--- config.mk ---
export PLATFORM = sky130hd
export DESIGN_NAME = cla_pipe_adder
export DESIGN_NICKNAME = d
export VERILOG_FILES = /design/src/rtl/cla_pkg.sv /design/src/rtl/cla_group_slice.sv /design/src/rtl/cla_pipe_adder.sv
export SDC_FILE = /design/constraint.sdc
export NUM_CORES = 1
export LEC_CHECK = 0
export BUFFER_PORTS_ARGS = -buffer_cell sky130_fd_sc_hd__buf_4
export CORE_UTILIZATION = 38
export DETAILED_ROUTE_END_ITERATION = 12
export PLACE_DENSITY_LB_ADDON = 0.2
export SYNTH_ARGS = -nofsm -noshare
export SYNTH_HDL_FRONTEND = slang
export SYNTH_SLANG_ARGS = --single-unit
--- constraint.sdc ---
create_clock -name clk -period 3.4 [get_ports clk]
set_input_delay 0 -clock clk [delete_from_list [all_inputs] [get_ports clk]]
set_output_delay 0 -clock clk [all_outputs]
set_load 0.02 [all_outputs]
--- src/rtl/cla_pkg.sv ---
// Shared types and sizing helpers for the pipelined carry-lookahead adder.
package cla_pkg;

    typedef struct packed {
        logic valid;
        logic carry;
    } cla_ctrl_t;

    function automatic int slice_width(input int width, input int stages);
        return width / stages;
    endfunction

    function automatic int group_count(input int width, input int stages, input int group);
        return (width / stages) / group;
    endfunction

endpackage

--- src/rtl/cla_group_slice.sv ---
// Combinational GROUP-bit carry-lookahead cell producing sum, group propagate/generate and carry-out.
module cla_group_slice #(
    parameter int GROUP = 4
) (
    input  logic [GROUP-1:0] a_i,
    input  logic [GROUP-1:0] b_i,
    input  logic             cin_i,
    output logic [GROUP-1:0] sum_o,
    output logic             p_o,
    output logic             g_o,
    output logic             cout_o
);

    logic [GROUP-1:0] p;
    logic [GROUP-1:0] g;
    logic [GROUP:0]   c;
    logic             gg;

    always_comb begin
        p    = a_i ^ b_i;
        g    = a_i & b_i;
        c    = '0;
        c[0] = cin_i;
        for (int i = 0; i < GROUP; i++) begin
            c[i+1] = g[i] | (p[i] & c[i]);
        end
        sum_o = p ^ c[GROUP-1:0];

        // Group generate is the carry the group would emit with a zero carry-in.
        gg = 1'b0;
        for (int i = 0; i < GROUP; i++) begin
            gg = g[i] | (p[i] & gg);
        end
        g_o    = gg;
        p_o    = &p;
        cout_o = gg | (p_o & cin_i);
    end

endmodule

--- src/rtl/cla_pipe_adder.sv ---
// Pipelined carry-lookahead adder/subtractor, one WIDTH/NUM_STAGES slice per stage, valid/ready on both sides.
// Define CLA_PIPE_FLAGS_EN to add registered out_zero / out_ovf result flags.
module cla_pipe_adder
    import cla_pkg::*;
#(
    parameter int WIDTH      = 32,
    parameter int NUM_STAGES = 4,
    parameter int GROUP      = 4
) (
    input  logic             clk,
    input  logic             rst_n,
    input  logic             in_valid,
    output logic             in_ready,
    input  logic [WIDTH-1:0] in_a,
    input  logic [WIDTH-1:0] in_b,
    input  logic             in_cin,
    input  logic             in_sub,
    output logic             out_valid,
    input  logic             out_ready,
    output logic [WIDTH-1:0] out_sum,
    output logic             out_cout
`ifdef CLA_PIPE_FLAGS_EN
    ,
    output logic             out_zero,
    output logic             out_ovf
`endif
);

    localparam int S  = slice_width(WIDTH, NUM_STAGES);
    localparam int NG = group_count(WIDTH, NUM_STAGES, GROUP);

    if ((WIDTH % NUM_STAGES) != 0 || (S % GROUP) != 0) begin : g_bad_cfg
        $error("cla_pipe_adder: WIDTH must split into NUM_STAGES slices of whole GROUP-bit groups");
    end

    typedef struct packed {
        cla_ctrl_t        ctrl;
        logic [WIDTH-1:0] sum_partial;
        logic [WIDTH-1:0] a_rem;
        logic [WIDTH-1:0] b_rem;
    } tok_t;

    // Entry 0 is the accepted operand register; entry NUM_STAGES is the output register.
    tok_t tok_q [NUM_STAGES+1];
    tok_t tok_d [NUM_STAGES+1];

    logic [NUM_STAGES-1:0][S-1:0] slice_sum;
    logic [NUM_STAGES-1:0]        slice_cout;
    logic                         adv;

    assign adv       = ~tok_q[NUM_STAGES].ctrl.valid | out_ready;
    assign in_ready  = adv;
    assign out_valid = tok_q[NUM_STAGES].ctrl.valid;
    assign out_sum   = tok_q[NUM_STAGES].sum_partial;
    assign out_cout  = tok_q[NUM_STAGES].ctrl.carry;

    for (genvar k = 0; k < NUM_STAGES; k++) begin : g_stage
        logic [NG:0]   gc;
        logic [NG-1:0] gp;
        logic [NG-1:0] gg;
        logic [NG-1:0] gco;

        assign gc[0] = tok_q[k].ctrl.carry;

        for (genvar j = 0; j < NG; j++) begin : g_grp
            cla_group_slice #(
                .GROUP(GROUP)
            ) u_grp (
                .a_i   (tok_q[k].a_rem[k*S + j*GROUP +: GROUP]),
                .b_i   (tok_q[k].b_rem[k*S + j*GROUP +: GROUP]),
                .cin_i (gc[j]),
                .sum_o (slice_sum[k][j*GROUP +: GROUP]),
                .p_o   (gp[j]),
                .g_o   (gg[j]),
                .cout_o(gco[j])
            );
            assign gc[j+1] = gg[j] | (gp[j] & gc[j]);
        end

        assign slice_cout[k] = gco[NG-1];
    end

    always_comb begin
        tok_d[0].ctrl.valid  = in_valid;
        tok_d[0].ctrl.carry  = in_sub | in_cin;
        tok_d[0].sum_partial = '0;
        tok_d[0].a_rem       = in_a;
        tok_d[0].b_rem       = in_b ^ {WIDTH{in_sub}};
        for (int k = 0; k < NUM_STAGES; k++) begin
            tok_d[k+1]                         = tok_q[k];
            tok_d[k+1].sum_partial[k*S +: S]   = slice_sum[k];
            tok_d[k+1].ctrl.carry              = slice_cout[k];
        end
    end

    always_ff @(posedge clk or negedge rst_n) begin
        if (!rst_n) begin
            for (int k = 0; k <= NUM_STAGES; k++) begin
                tok_q[k] <= '0;
            end
        end else if (adv) begin
            for (int k = 0; k <= NUM_STAGES; k++) begin
                tok_q[k] <= tok_d[k];
            end
        end
    end

`ifdef CLA_PIPE_FLAGS_EN
    logic zero_q, zero_d;
    logic ovf_q,  ovf_d;
    logic msb_cin;

    // Carry into the MSB is recovered from the MSB sum bit and its operands.
    assign msb_cin = tok_d[NUM_STAGES].a_rem[WIDTH-1] ^ tok_d[NUM_STAGES].b_rem[WIDTH-1]
                   ^ tok_d[NUM_STAGES].sum_partial[WIDTH-1];
    assign zero_d  = tok_d[NUM_STAGES].ctrl.valid & ~|tok_d[NUM_STAGES].sum_partial;
    assign ovf_d   = tok_d[NUM_STAGES].ctrl.valid & (msb_cin ^ tok_d[NUM_STAGES].ctrl.carry);

    always_ff @(posedge clk or negedge rst_n) begin
        if (!rst_n) begin
            zero_q <= 1'b0;
            ovf_q  <= 1'b0;
        end else if (adv) begin
            zero_q <= zero_d;
            ovf_q  <= ovf_d;
        end
    end

    assign out_zero = zero_q;
    assign out_ovf  = ovf_q;
`endif

endmodule

[After elaboration in Yosys (flattened, before gate mapping)]
Cells that the tools add are included.
Word-level totals
  register bits: 346
  input bits: 70
  word-level logic and storage cells: 170
Cells by class
  bitwise operators: 140
  reduce and logical (&&, ||, !) cells: 8
Operator list (count)
  $xor 4x4->4: 16
  $or 1x1->1: 58
  $and 1x1->1: 56
  $and 4x4->4: 8
  $reduce_and 4->1: 8
  $xor 32x32->32: 1
  $not 1->1: 1

[Depth between registers and ports, before layout]
  depth in word-level cells: 15
  mapped depth: 9

[By module]
Synthesis repeated with hierarchy kept, for this count alone.
Unflattened totals
  cells, all modules: 735
  area, all modules: 11811.3 µm²
By module, submodules not included
  cla_pipe_adder: instances 1, cells an instance 571, area an instance 10395.0 µm², sequential area each 6256.0 µm²
  cla_group_slice at g_stage[1].g_grp[0].u_grp ...: instances 6, cells an instance 20, area an instance 175.2 µm², sequential area each 0.0 µm²
  cla_group_slice at g_stage[0].g_grp[0].u_grp ...: instances 2, cells an instance 22, area an instance 182.7 µm², sequential area each 0.0 µm²

[Worst setup path before layout]
OpenSTA, ideal clock, no wires.
  path kind: flip-flop to flip-flop
  from: register tok_q, in the netlist tok_d[114]
  to: register tok_q, in the netlist tok_d[87]
  library setup time: 0.133 ns
  data arrival time: 2.409 ns
  slack: 0.858 ns
  cell stages (with the launch flop): 10
  buffers on the path: 0
  clock period less this slack: 2.542 ns
  path through: dfrtp_1 > ha_1 > a21o_1 > a21oi_1 > o21ai_0 > fa_1 > fa_1 > fa_1 > xnor2_1 > o21ai_0
On the way
  longest elaborated chain between the ends: 15
  elaborated cells between the ends (all ways): 18
  classes of those cells: 17 x bitwise; 1 x reduce/logical
RTL lines
  from (decl): line cla_pipe_adder.sv:44  | tok_t tok_q [NUM_STAGES+1];
  from (signal, indexed assignment): line cla_pipe_adder.sv:103  | tok_q[k] <= tok_d[k];
  $and 4x4->4: line cla_group_slice.sv:21  | g = a_i & b_i;
  $and 1x1->1: line cla_group_slice.sv:32  | gg = g[i] | (p[i] & gg);
  $or 1x1->1: line cla_group_slice.sv:32
  $and 1x1->1: line cla_group_slice.sv:32
  $or 1x1->1: line cla_group_slice.sv:32
  $and 1x1->1: line cla_group_slice.sv:32
  $or 1x1->1: line cla_group_slice.sv:32
  $or 1x1->1 *
  $and 1x1->1 *: line cla_group_slice.sv:25  | c[i+1] = g[i] | (p[i] & c[i]);
  $or 1x1->1 *: line cla_group_slice.sv:25
  $and 1x1->1 *: line cla_group_slice.sv:25
  $or 1x1->1 *: line cla_group_slice.sv:25
  $and 1x1->1 *: line cla_group_slice.sv:25
  $or 1x1->1 *: line cla_group_slice.sv:25
  $xor 4x4->4 *: line cla_group_slice.sv:27  | sum_o = p ^ c[GROUP-1:0];
Mark *: on every way between the ends. The rest lies on a longest branch, timed or not.
A chain may end at the register's enable or synchronous reset.

[Worst setup path after layout]
Same ends and word-level chain as after synthesis.

==> results.yml <==
run_status:
  run_status: "completed"
finish:
  register_area_um2: 6260
  drive_above_1_share_pct: 12.7
  layout.cells.most_common: "sky130_fd_sc_hd__nand2_1"
  layout.cells.most_common_list: "638 x sky130_fd_sc_hd__nand2_1, 250 x sky130_fd_sc_hd__dfrtp_1, 112 x sky130_fd_sc_hd__buf_4, 67 x sky130_fd_sc_hd__dlygate4sd3_1, 57 x sky130_fd_sc_hd__o21ai_0"
  post_layout_nonfiller_instances: 1712
  layout_area_overhead_pct: 23.7
  multi_input_area_um2: 4170
  num-nets-final: 1438
  n_antenna_cell: 0
  fill_cell_total_of_the_finished_layout: 2757
logic_synthesis:
  synth.yosys.seq_area_share_pct: 57.3
  netlist-cell-type-count: 20
  synth_largest_type_area_fraction_pct: 57.3
  synth.area.top_cells: "sky130_fd_sc_hd__dfrtp_1 57%, sky130_fd_sc_hd__nand2_1 22%, sky130_fd_sc_hd__fa_1 4.4%"
  synth_seq_cells: 250
  synth.cell_area_um2: 10900
  synth_warnings: 0
  synthesis.instances: 1159
  synth.avg_cell_area_um2: 9.42
  synth.net_count: 1285
  synth_largest_area_cell: "sky130_fd_sc_hd__dfrtp_1"
pwr:
  leakagePower_nw: 6.94
  sequentialPowerShare_pct: 41.7
  netSwitchingPower_w: 0.00438
  power_density_nw_per_um2: 911
  intPower_w: 0.00792
  power.share.combinational_pct: 33.2
  irDropWorstVdd_mv: 0.386
  power.switching_fraction_pct: 35.6
  p_clk_share_pct: 25.1
  power.total_w: 0.0123
setup_path:
  crit_buf_inv: 0
  crit_slowest_cell: "sky130_fd_sc_hd__fa_1"
  cp.arrival_ps: 3180
  critPathLaunchType: "flop"
  critPathCaptureType: "flop"
  reg2reg_from: "tok_d[114]$_DFFE_PN0P_"
  crit_chain: "ha_1, a21o_1, a21oi_1, o21ai_0, fa_1, fa_1, fa_1, xnor2_1, o21ai_0"
  reg_to_reg_setup_timing_slack_ps: 600
  reg2reg_to: "tok_d[87]$_DFFE_PN0P_"
  critical_path.top_delay_family: "adder cells"
  path_common_cell: "sky130_fd_sc_hd__fa_1"
  critPathMaxFanout: 2
  worst_setup_path_endpoint: "tok_d[87]$_DFFE_PN0P_"
  slowest_delay_ps: 420
  timing.reg2reg.worst_path_depth: 9
  cp.depth: 9
  path_class: "flop to flop"
  critical_path_required_ps: 3780
  critical_path.startpoint: "tok_d[114]$_DFFE_PN0P_"
sta:
  timing.final.crit_share_pct: 82.2
  timing_hold_violations_final: 0
  fin_worst_skew_ps: 20.1
  clock_period_minus_final_worst_setup_slack_ps: 2800
  maxSlewHeadroom_pct: 41.6
  grt_setup_unrepaired: "false"
  post-route-worst-setup-slack_ps: 605
  worst_hold_slack_ps: 54.4
  maxSlewViolCount: 0
  worst_slew_pin_slew_ps: 876
  setup-violations-final: 0
  achievable-frequency_mhz: 358
  fin_setup_tns_ps: 0
cts:
  root_buffer_cell: "sky130_fd_sc_hd__clkbuf_16"
  cts_inserted_buffers: 28
  htreeDepth: 1
  worst_skew_pair.late_latency_ps: 540
  cts_setup_buffers: 0
  clock_sink_count: 250
  clk_path_buf_depth: 3
  tritoncts: "built"
  clkTransAtPathRegs_ps: 60
grt:
  grt_antenna_before_repair: 0
  grt_overflow: 0
  grt_pass1_vias: 7841
  grt_start_max_net_pins: 141
  total_routing_resource_utilization_after_global_routing_pct: 15.7
  wire_length_of_the_first_global_routing_pass_um: 37600
drt:
  detail_route.drc_violations: 0
  drt_pre_antenna_iters: 4
  avgViaCountPerCell: 4.50
  initialDrtViolationCount: 410
  antenna_left: 0
  post_drt_wl_per_cell_um: 12.7
  num_vias: 7711
  final_wirelength_um: 21700
place:
  gpl.final_weighted_congestion: 0.749
  placement.io_buffers: 104
  place_ws_ps: 633
  dp_cells: 1593
  place_hpwl_um: 13800
die:
  count_of_pins_on_the_block_boundary: 105
  rows: 61
  core_region_area_um2: 28000
  die_width_um: 172
  initial_core_util_pct: 39.0
  dieArea_um2: 29400
  floorplan.die.height_um: 172
job:
  drv.max_cap_violation_count: 0
worst_hold_path:
  timing.hold.worst.class: "input port to flop"
-- routing by layer --
| metal | vias up | share of wire, % | GRT usage (%) |
|---|---|---|---|
| met2 | 88 | 51 | 28.5 |
| met1 | 3696 | 45 | 19.7 |
| li1 | 3899 | - | - |
| met5 | - | 0 | 0 |
| met3 | 28 | 2.8 | 2.32 |
| met4 | 0 | 1.4 | 3.42 |
-- registers in the layout (all words and copies together) (netlist names) --
signal	count
out_valid	1
out_sum	32
out_cout	1
g_stage.gc	4
tok_d	212
-- layout make-up --
cell class                      count  area share, %
Clock buffer                       39           6.01
Clock inverter                     13           1.19
Inverter                           17          0.509
Multi-Input combinational cell    833           30.9
Sequential cell                   250           46.3
Tap cell                          378           3.50
Timing Repair Buffer              182           11.6
-- worst register-to-register path, cell delays in order (launching register included) --
cell                      delay, ps
sky130_fd_sc_hd__dfrtp_1        380
sky130_fd_sc_hd__ha_1           290
sky130_fd_sc_hd__a21o_1         180
sky130_fd_sc_hd__a21oi_1        170
sky130_fd_sc_hd__o21ai_0        170
sky130_fd_sc_hd__fa_1           420
sky130_fd_sc_hd__fa_1           400
sky130_fd_sc_hd__fa_1           390
sky130_fd_sc_hd__xnor2_1        160
sky130_fd_sc_hd__o21ai_0         80
-- worst min path at each step --
stage                   start                            to  slack [ps]  cells after the start
CTS                    in_sub        tok_d[302]$_DFFE_PN0P_          60                      3
finish              out_ready        tok_d[262]$_DFFE_PN0P_          50                      5
global placement        rst_n        tok_d[319]$_DFFE_PN0P_         150                      1
global route           in_sub        tok_d[307]$_DFFE_PN0P_         100                      3
detailed placement      rst_n        tok_d[319]$_DFFE_PN0P_         160                      1
floorplan               rst_n  g_stage[0].gc[0]$_DFFE_PN0P_        -300                      0
-- logic make-up after synthesis --
group / count (synthesis) / synth area share (%)
AOI/OAI and AO/OA: 85 / 4.08
muxes: 4 / 0.412
and+or+nand+nor: 648 / 22.4
DFF: 250 / 57.3
adders and majority gates: 56 / 8.07
buffers and inverters: 76 / 4.55
xor gates and xnor gates: 40 / 3.21
-- synth_stat cells --
master / instances
sky130_fd_sc_hd__clkbuf_1: 3
sky130_fd_sc_hd__nor2_1: 4
sky130_fd_sc_hd__nand2b_1: 1
sky130_fd_sc_hd__o21ai_0: 57
sky130_fd_sc_hd__ha_1: 32
sky130_fd_sc_hd__mux2_2: 4
sky130_fd_sc_hd__nor3_1: 4
sky130_fd_sc_hd__dfrtp_1: 250
sky130_fd_sc_hd__inv_4: 1
sky130_fd_sc_hd__xnor2_1: 39
sky130_fd_sc_hd__nand2_1: 638
sky130_fd_sc_hd__buf_4: 23
sky130_fd_sc_hd__a21oi_1: 20
sky130_fd_sc_hd__buf_6: 13
sky130_fd_sc_hd__nor2b_2: 1
sky130_fd_sc_hd__a21o_1: 8
sky130_fd_sc_hd__inv_1: 16
sky130_fd_sc_hd__xor2_1: 1
sky130_fd_sc_hd__fa_1: 24
sky130_fd_sc_hd__buf_2: 20
-- power by group through the flow --
| stage | Combinational (W) | Sequential, W | Clock, W |
|---|---|---|---|
| after floorplan | 0.00286 | 0.00522 | 0 |
| after global placement | 0.00405 | 0.00515 | 0 |
| after detailed placement | 0.00413 | 0.00520 | 0 |
| after CTS | 0.00421 | 0.00515 | 0.00320 |
| after global routing | 0.00483 | 0.00533 | 0.00332 |
| final | 0.00408 | 0.00513 | 0.00309 |
-- stage by stage --
step | area, um2 | util, %
5_1_grt | 13500 | 48.2
3_5_place_dp | 11900 | 42.4
3_3_place_gp | 11900 | 42.4
2_1_floorplan | 10900 | -
4_1_cts | 13500 | 48.2
6_report | 13500 | 48.2
-- what timing repair did --
action	in CTS	in global routing
hold endpoints to repair	176	0
hold buffers	67	0
resized for setup	0	0
Power figures use the tool's default switching activity.
